$ cat src/rtl/switch_out_queue_if.sv
// -----------------------------------------------------------------------------
// switch_out_queue_if
// Bundles the fabric-side write stream and the output-port read side of one
// per-port output queue.
//   in_data  [7:0] packet byte from fabric
//   in_valid       in_data valid this cycle
//   in_eop         in_data is the last byte of its packet
//   in_full        queue occupancy == DEPTH, fabric should stall
//   pkt_drop       one-cycle pulse: a packet was discarded
//   port     [7:0] byte at queue head, 8'h00 while ready is low
//   ready          at least one complete packet stored
//   read           receiver consumes the head byte on this edge
// The queue itself connects through the slave modport; the fabric/port
// environment connects through the master modport.
// -----------------------------------------------------------------------------
interface switch_out_queue_if;
    logic [7:0] in_data;
    logic       in_valid;
    logic       in_eop;
    logic       in_full;
    logic       pkt_drop;
    logic [7:0] port;
    logic       ready;
    logic       read;

    modport slave (
        input  in_data,
        input  in_valid,
        input  in_eop,
        input  read,
        output in_full,
        output pkt_drop,
        output port,
        output ready
    );

    modport master (
        output in_data,
        output in_valid,
        output in_eop,
        output read,
        input  in_full,
        input  pkt_drop,
        input  port,
        input  ready
    );
endinterface

$ cat src/rtl/switch_out_queue.sv
// -----------------------------------------------------------------------------
// switch_out_queue
// Per-port output queue. Stores packet bytes from the switch fabric and
// presents only fully received packets to the output port. A packet is made
// visible atomically when its eop byte is written; a packet that runs into a
// full queue is discarded whole and reported with a one-cycle pkt_drop pulse.
// Ports:
//   clock  rising-edge clock
//   reset  synchronous, active-high reset
//   bus    switch_out_queue_if.slave (fabric write side + output read side)
// Parameter:
//   DEPTH  byte entries of storage, power of 2, >= 4
// -----------------------------------------------------------------------------
module switch_out_queue #(
    parameter int DEPTH = 64
) (
    input  logic                    clock,
    input  logic                    reset,
    switch_out_queue_if.slave       bus
);
    localparam int AW = $clog2(DEPTH);
    localparam int PW = AW + 1;

    // Each entry holds {eop, byte}.
    logic [8:0]    r_mem [DEPTH];

    // Pointers carry an extra wrap bit so full and empty are distinguishable.
    logic [PW-1:0] r_wr_ptr;
    logic [PW-1:0] r_commit_ptr;
    logic [PW-1:0] r_rd_ptr;
    logic [PW-1:0] r_pkt_cnt;
    logic          r_bad;
    logic          r_pkt_drop;

    logic [PW-1:0] w_occ;
    logic          w_full;
    logic          w_ready;
    logic [8:0]    w_head;
    logic          w_pop;
    logic          w_pop_eop;
    logic          w_write;
    logic          w_commit;
    logic          w_overflow;
    logic          w_bad_end;

    // Occupancy counts uncommitted bytes too, so a partial packet can fill
    // the queue and be dropped.
    assign w_occ   = r_wr_ptr - r_rd_ptr;
    assign w_full  = (w_occ == PW'(DEPTH));
    assign w_ready = (r_pkt_cnt != '0);
    assign w_head  = r_mem[r_rd_ptr[AW-1:0]];

    assign w_pop     = bus.read & w_ready;
    assign w_pop_eop = w_pop & w_head[8];

    // Fullness is judged on the state before this edge; a pop on the same
    // edge does not make room for the incoming byte.
    assign w_write    = bus.in_valid & ~r_bad & ~w_full;
    assign w_commit   = w_write & bus.in_eop;
    assign w_overflow = bus.in_valid & ~r_bad & w_full;
    assign w_bad_end  = bus.in_valid & bus.in_eop & (r_bad | w_full);

    always_ff @(posedge clock) begin
        if (w_write) begin
            r_mem[r_wr_ptr[AW-1:0]] <= {bus.in_eop, bus.in_data};
        end
    end

    always_ff @(posedge clock) begin
        if (reset) begin
            r_wr_ptr     <= '0;
            r_commit_ptr <= '0;
            r_rd_ptr     <= '0;
            r_pkt_cnt    <= '0;
            r_bad        <= 1'b0;
            r_pkt_drop   <= 1'b0;
        end else begin
            r_pkt_drop <= w_bad_end;

            if (w_bad_end) begin
                // Rewind to the end of the last good packet, discarding the
                // partial one. Reads never pass commit_ptr, so this is safe
                // alongside a pop.
                r_wr_ptr <= r_commit_ptr;
                r_bad    <= 1'b0;
            end else if (w_write) begin
                r_wr_ptr <= r_wr_ptr + PW'(1);
                if (bus.in_eop) begin
                    r_commit_ptr <= r_wr_ptr + PW'(1);
                end
            end else if (w_overflow) begin
                r_bad <= 1'b1;
            end

            if (w_pop) begin
                r_rd_ptr <= r_rd_ptr + PW'(1);
            end

            // A commit and an eop pop on the same edge cancel out.
            case ({w_commit, w_pop_eop})
                2'b10:   r_pkt_cnt <= r_pkt_cnt + PW'(1);
                2'b01:   r_pkt_cnt <= r_pkt_cnt - PW'(1);
                default: r_pkt_cnt <= r_pkt_cnt;
            endcase
        end
    end

    assign bus.in_full  = w_full;
    assign bus.pkt_drop = r_pkt_drop;
    assign bus.ready    = w_ready;
    assign bus.port     = w_ready ? w_head[7:0] : 8'h00;

endmodule

$ cat src/flat_wrapper.sv
// flat-port wrapper written by rule: the top's interface ports become plain ports
module switch_out_queue_flat 
#(
    parameter int DEPTH = 64
)
  (clock, reset, bus_in_data, bus_in_valid, bus_in_eop, bus_read, bus_in_full, bus_pkt_drop, bus_port, bus_ready);
  switch_out_queue_if bus_i ();
  input  logic clock;
  input  logic reset;
  input wire logic [$bits(bus_i.in_data)-1:0] bus_in_data;
  input wire logic [$bits(bus_i.in_valid)-1:0] bus_in_valid;
  input wire logic [$bits(bus_i.in_eop)-1:0] bus_in_eop;
  input wire logic [$bits(bus_i.read)-1:0] bus_read;
  output wire logic [$bits(bus_i.in_full)-1:0] bus_in_full;
  output wire logic [$bits(bus_i.pkt_drop)-1:0] bus_pkt_drop;
  output wire logic [$bits(bus_i.port)-1:0] bus_port;
  output wire logic [$bits(bus_i.ready)-1:0] bus_ready;
  assign bus_i.in_data = bus_in_data;
  assign bus_i.in_valid = bus_in_valid;
  assign bus_i.in_eop = bus_in_eop;
  assign bus_i.read = bus_read;
  assign bus_in_full = bus_i.in_full;
  assign bus_pkt_drop = bus_i.pkt_drop;
  assign bus_port = bus_i.port;
  assign bus_ready = bus_i.ready;
  switch_out_queue #(.DEPTH(DEPTH)) u_core (.clock(clock), .reset(reset), .bus(bus_i));
endmodule
$ cat config.mk
export PLATFORM = sky130hd
export DESIGN_NAME = switch_out_queue_flat
export DESIGN_NICKNAME = d
export VERILOG_FILES = /design/src/rtl/switch_out_queue_if.sv /design/src/rtl/switch_out_queue.sv /design/src/flat_wrapper.sv
export SDC_FILE = /design/constraint.sdc
export NUM_CORES = 1
export LEC_CHECK = 0
export ABC_AREA = 0
export CORE_MARGIN = 4
export CORE_UTILIZATION = 35
export CTS_BUF_LIST = sky130_fd_sc_hd__clkbuf_4 sky130_fd_sc_hd__clkbuf_8
export CTS_CLUSTER_SIZE = 25
export DETAILED_ROUTE_END_ITERATION = 8
export SLEW_MARGIN = 40
export SYNTH_ARGS = -nofsm -noshare
export SYNTH_HDL_FRONTEND = slang
export SYNTH_SLANG_ARGS = --single-unit
$ cat constraint.sdc
create_clock -name clock -period 9.8 [get_ports clock]
set_input_delay 1.96 -clock clock [delete_from_list [all_inputs] [get_ports clock]]
set_output_delay 1.96 -clock clock [all_outputs]
set_load 0.01 [all_outputs]
; ---- Yosys cells after proc, flatten, opt, wreduce, memory -nomap -nowiden
; Memory sizes are Yosys's and may differ from the RTL's. A register that Yosys moved wholly into a read port is not among the register bits.
; Index checks and enable logic that the tools add are counted.
[classes]
mux = 8
addsub = 5
bitwise = 13
eq_ne = 3
reduce_logical = 6
[ops]
columns = cell, n
row1 = $add A7 B1 Y7 const B, 3
row2 = $mux W7, 2
row3 = $pmux W7 S2, 1
row4 = $mux W6, 2
row5 = $and A1 B1 Y1, 8
row6 = $mux W8, 1
row7 = $eq A7 B7 Y1 const B, 1
row8 = $reduce_bool A7 Y1, 1
row9 = $sub A7 B1 Y7 const B, 1
row10 = $sub A7 B7 Y7, 1
row11 = $not A1 Y1, 4
row12 = $reduce_bool A2 Y1, 2
row13 = $reduce_and A3 Y1, 1
row14 = $eq A2 B1 Y1 const B, 1
row15 = $eq A2 B2 Y1 const B, 1
row16 = $mux W1, 2
row17 = $reduce_and A2 Y1, 1
row18 = $reduce_or A2 Y1, 1
row19 = $or A1 B1 Y1, 1
[word_totals]
in_bits = 13
reg_bits = 30
mem_bits_rw = 576
memories = 1
wordCells = 42
output_inout_bits = 11
[mem_list]
columns = name, words, word_bits, rd, rd_ports_with_merged_regs, write_ports, line
row1 = u_core.r_mem, 64, 9, 1, 1, 1, switch_out_queue.sv:25  ; logic [8:0] r_mem [DEPTH];

; ---- Longest topological paths before layout
[logic_depth]
depth_word = 7
depth_mapped = 18

; ---- Worst setup path after synthesis
; No wires, ideal clock.
[synth_path]
path_kind = input port to flip-flop
startpoint = input bus_in_valid
endpoint = register u_core.r_pkt_cnt[6]
setup_ps = 121
path_stages = 11
path_slack_ps = 5397
n_path_buf = 1
arrival_ps = 4282
path_cell_list = clkbuf_1 > nand4_4 > ha_1 > ha_1 > nor2b_1 > o21ai_0 > nand2b_1 > a21o_1 > a21oi_1 > mux2i_1 > mux2_2
[synth_between]
elab_chain_len = 5
[synth_lines]
columns = item, line
row1 = from (decl), flat_wrapper.sv:11  ; input wire logic [$bits(bus_i.in_valid)-1:0] bus_in_valid;
row2 = $and A1 B1 Y1 (*) (2 in a row), switch_out_queue.sv:58  ; assign w_write = bus.in_valid & ~r_bad & ~w_full;
row3 = $and A1 B1 Y1 (*), switch_out_queue.sv:59  ; assign w_commit = w_write & bus.in_eop;
row4 = $eq A2 B1 Y1 / $eq A2 B2 Y1 (equally long branches), switch_out_queue.sv:100  ; case ({w_commit, w_pop_eop})
row5 = $pmux W7 S2 / $reduce_bool A2 Y1 (equally long branches), n/a
row6 = to (signal assigned), switch_out_queue.sv:101  ; 2'b10: r_pkt_cnt <= r_pkt_cnt + PW'(1);
row7 = to (signal assigned), switch_out_queue.sv:102  ; 2'b01: r_pkt_cnt <= r_pkt_cnt - PW'(1);
row8 = to (signal assigned), switch_out_queue.sv:103  ; default: r_pkt_cnt <= r_pkt_cnt;
row9 = to (decl), switch_out_queue.sv:31  ; logic [PW-1:0] r_pkt_cnt;
; Every way passes the cells marked *; elsewhere a longest branch is shown, timed or not.
; A chain may end at the register's enable or synchronous reset.

==> summary.txt <==
Detailed routing
  – 1st-pass router iterations: 5
  – Wirelength, routed: roughly 53 mm
  – Highest metal used: met4
  – Met3 wire length: 3.89 mm
  – Post-DR vias/cell: between 5 and 6
  – Initial DRC count: between 1000 and 1500
  – Met2 Wirelength: 24.7 mm
  – # DRC: 0
  – Vias post-DR: between 10000 and 15000
  – ANT nets after route: 0
  – Met1 wire length: about 23 mm
  – Post-DR wirelength/cell: ~23 µm

Pwr
  – Sw power: approximately 1.6 mW
  – Pint: about 4.6 mW
  – Pwr dens: roughly 230 mW/mm²
  – Maximum VDD drop: about 0.14 mV
  – Switching Share: between 20 and 30%
  – Logic gate share of total power: about 18%
  – Sequential share of power: between 40% and 50%
  – Overall power: 6.22 mW
  – Clock power share: 34.7%
  – Lkg Pwr: ~8.3 nW

Place
  – Dpl hpwl: around 31 mm
  – PortBufs: 23
  – Place WS: ~4200 ps
  – GP Congestion: between 0.7 and 0.8

Synth
  – Leading area contributor after synthesis: edfxtp_1
  – Post-synth net total: about 1200
  – YS warnings: 0
  – FF+latch count, synth: approximately 600
  – Synthesized area: 0.0243 mm²
  – Syn Area/Cell: 20.0 µm²
  – Area share of the largest cell type after synthesis: between 70% and 80%
  – Synth top area cells: edfxtp_1, mux4_2, mux2i_1
  – Most used flip-flop cell after synthesis: edfxtp_1
  – Count leader, synth: edfxtp_1
  – Synthesized instance count: about 1200
  – Commonest cells in the netlist: edfxtp_1, mux4_2, nor2_1, mux2i_1, dfxtp_1
  – Async SR Flop Fraction: 0%
  – Post-synth EDFFs: ~580
  – Post-synthesis sequential area ratio: between 70 and 80%
  – Yosys cell types: between 50 and 60

GRT
  – Initial antenna violation count: 1
  – Largest net degree at the start of global routing: 68
  – Gr usage total: 14.4%
  – GR Overflow Total: 0
  – Vias in the first global route: 12000
  – Global-route wire length before repair: approximately 80 mm

Min path
  – Hold Crit Depth: 2
  – Hold Crit Class: flip-flop to flip-flop
  – HP Start: u_core.r_commit_ptr[0]$_SDFFE_PP0P_
  – Sink of the worst hold path: u_core.r_wr_ptr[0]$_SDFFE_PP0P_

STA
  – FMAX: 163 MHz
  – Worst Setup Slack, final: 3680 ps
  – Tcrit/Tclk final: 62.5%
  – Worst-margin pin slew: ~890 ps
  – Slew Viols, Final: 0
  – Setup TNS: 0 ps
  – RSZ-0062 raised after global routing: false
  – Fin crit period: ~6000 ps
  – # setup viols final: 0
  – Final Hold Viols: 0
  – Worst Skew: ~26 ps
  – Slew margin rel.: around two fifths

Clocking
  – CTS root buf: clkbuf_8
  – Clock-pin slew on the worst setup and hold paths: 60 ps
  – Cts hold-fix bufs: 0
  – CTS tree: built
  – Post_cts resized: 0
  – Clk_lat worst skew: around 700 ps
  – Sink Count: a little over 600
  – Post-CTS setup buffers: 0
  – H-tree depth: 3
  – CTS max path bufs: 3
  – Cts bufs inserted: a little under 100

Worst setup path
  – Worst R2R End: u_core.r_pkt_cnt[6]$_SDFFE_PP0P_
  – WP data arrival: roughly 4200 ps
  – R2r worst-path depth: 14
  – Crit end category: primary output
  – Setup crit start kind: flip-flop
  – CP required: a little under 8000 ps
  – Worst setup path class: flip-flop to primary output
  – Flop-to-flop setup slack: approximately 4500 ps
  – CP Max Fanout: 34

Cells and area
  – Fin util: 40.1%
  – Layout cells sized above 1: between 20 and 30%
  – Storage element area: ~0.018 mm²
  – Nets: 1315
  – Multi-input logic area: approximately 0.006 mm²
  – Filler Cell Count: ~6100
  – Area Overhead vs Synth: 13.6%

Die
  – Core Area: slightly below 0.07 mm²
  – Top Ports: 24
  – Row cnt: 96
  – Die height: between 200 and 300 µm
  – Die Width: about 270 µm
  – Initial Utilization: 35.3%
  – Die area: between 0.07 and 0.08 mm²

Run
  – Maxcap violations: 0

Run status
  – Status: finished clean
worst max-delay path, stage by stage (launching register included):
cell	delay, ps
dfxtp_4	820
buf_4	630
mux4_2	580
mux2i_1	460
a22oi_1	170
nand2_1	120
o22ai_1	140
clkdlybuf4s50_1	540
metal layers:
metal	vias to the layer above	global-route usage [%]
met4	0	4.02
met5	-	0
met3	84	3.85
li1	5097	-
met1	6151	20.6
met2	375	22.0
layout by cell type (no fill, tap or decap), types with 15 or more instances in the layout:
| cell | count |
|---|---|
| mux4_2 | 148 |
| nor2_2 | 64 |
| clkbuf_4 | 36 |
| dfxtp_1 | 33 |
| inv_1 | 15 |
| a22oi_1 | 32 |
| edfxtp_1 | 576 |
| clkbuf_8 | 101 |
| clkinv_1 | 21 |
| nand2_1 | 31 |
| nor2_1 | 31 |
| mux2i_1 | 74 |
layout make-up:
| type | instances | area share [%] |
|---|---|---|
| inverters | 15 | 0.204 |
| multi-input cells | 522 | 21.9 |
| well taps | 931 | 4.23 |
| clock buffers | 137 | 6.02 |
| repair buffers | 38 | 1.30 |
| diodes | 1 | 0.00908 |
| clock inverters | 34 | 0.935 |
| flip-flops and latches | 612 | 65.4 |
power groups by stage:
stage,Combinational (mW),Clock [mW],Sequential [mW]
4_1_cts,1.11,2.21,2.97
3_5_place_dp,1.11,0,3.02
6_report,1.09,2.16,2.97
5_1_grt,1.19,2.34,2.98
3_3_place_gp,1.08,0,3.03
2_1_floorplan,0.822,0,2.97
cell families after synthesis:
group	after synthesis	synth area share (%)
compound gates	79	2.24
xor+xnor	15	0.542
fa+ha+maj	15	0.805
buf+inv	79	1.63
flops	612	74.3
mux	224	16.9
simple gates	189	3.63
flip-flops by register name, indices dropped and copies added (netlist names), named ones only:
name	flops
u_core.r_pkt_cnt	7
u_core.r_commit_ptr	7
u_core.r_mem	576
u_core.r_bad	1
u_core.r_wr_ptr	7
u_core.bus.pkt_drop	1
u_core.r_rd_ptr	7
stage by stage:
step	std cells	hold slack, ps	instance area [µm²]
floorplan	1213	432	24300
CTS	2288	472	27500
finish	2290	471	27600
detailed placement	2117	459	25600
global route	2290	487	27600
global placement	2115	437	25400
worst max-delay path by stage:
stage                       from                                to
floorplan           bus_in_valid  u_core.r_pkt_cnt[6]$_SDFFE_PP0P_
global placement       flip-flop                       bus_port[2]
detailed placement     flip-flop                       bus_port[2]
CTS                    flip-flop                       bus_port[2]
global route           flip-flop                       bus_port[2]
finish                 flip-flop                       bus_port[2]
(Power assumes the default switching activity.)
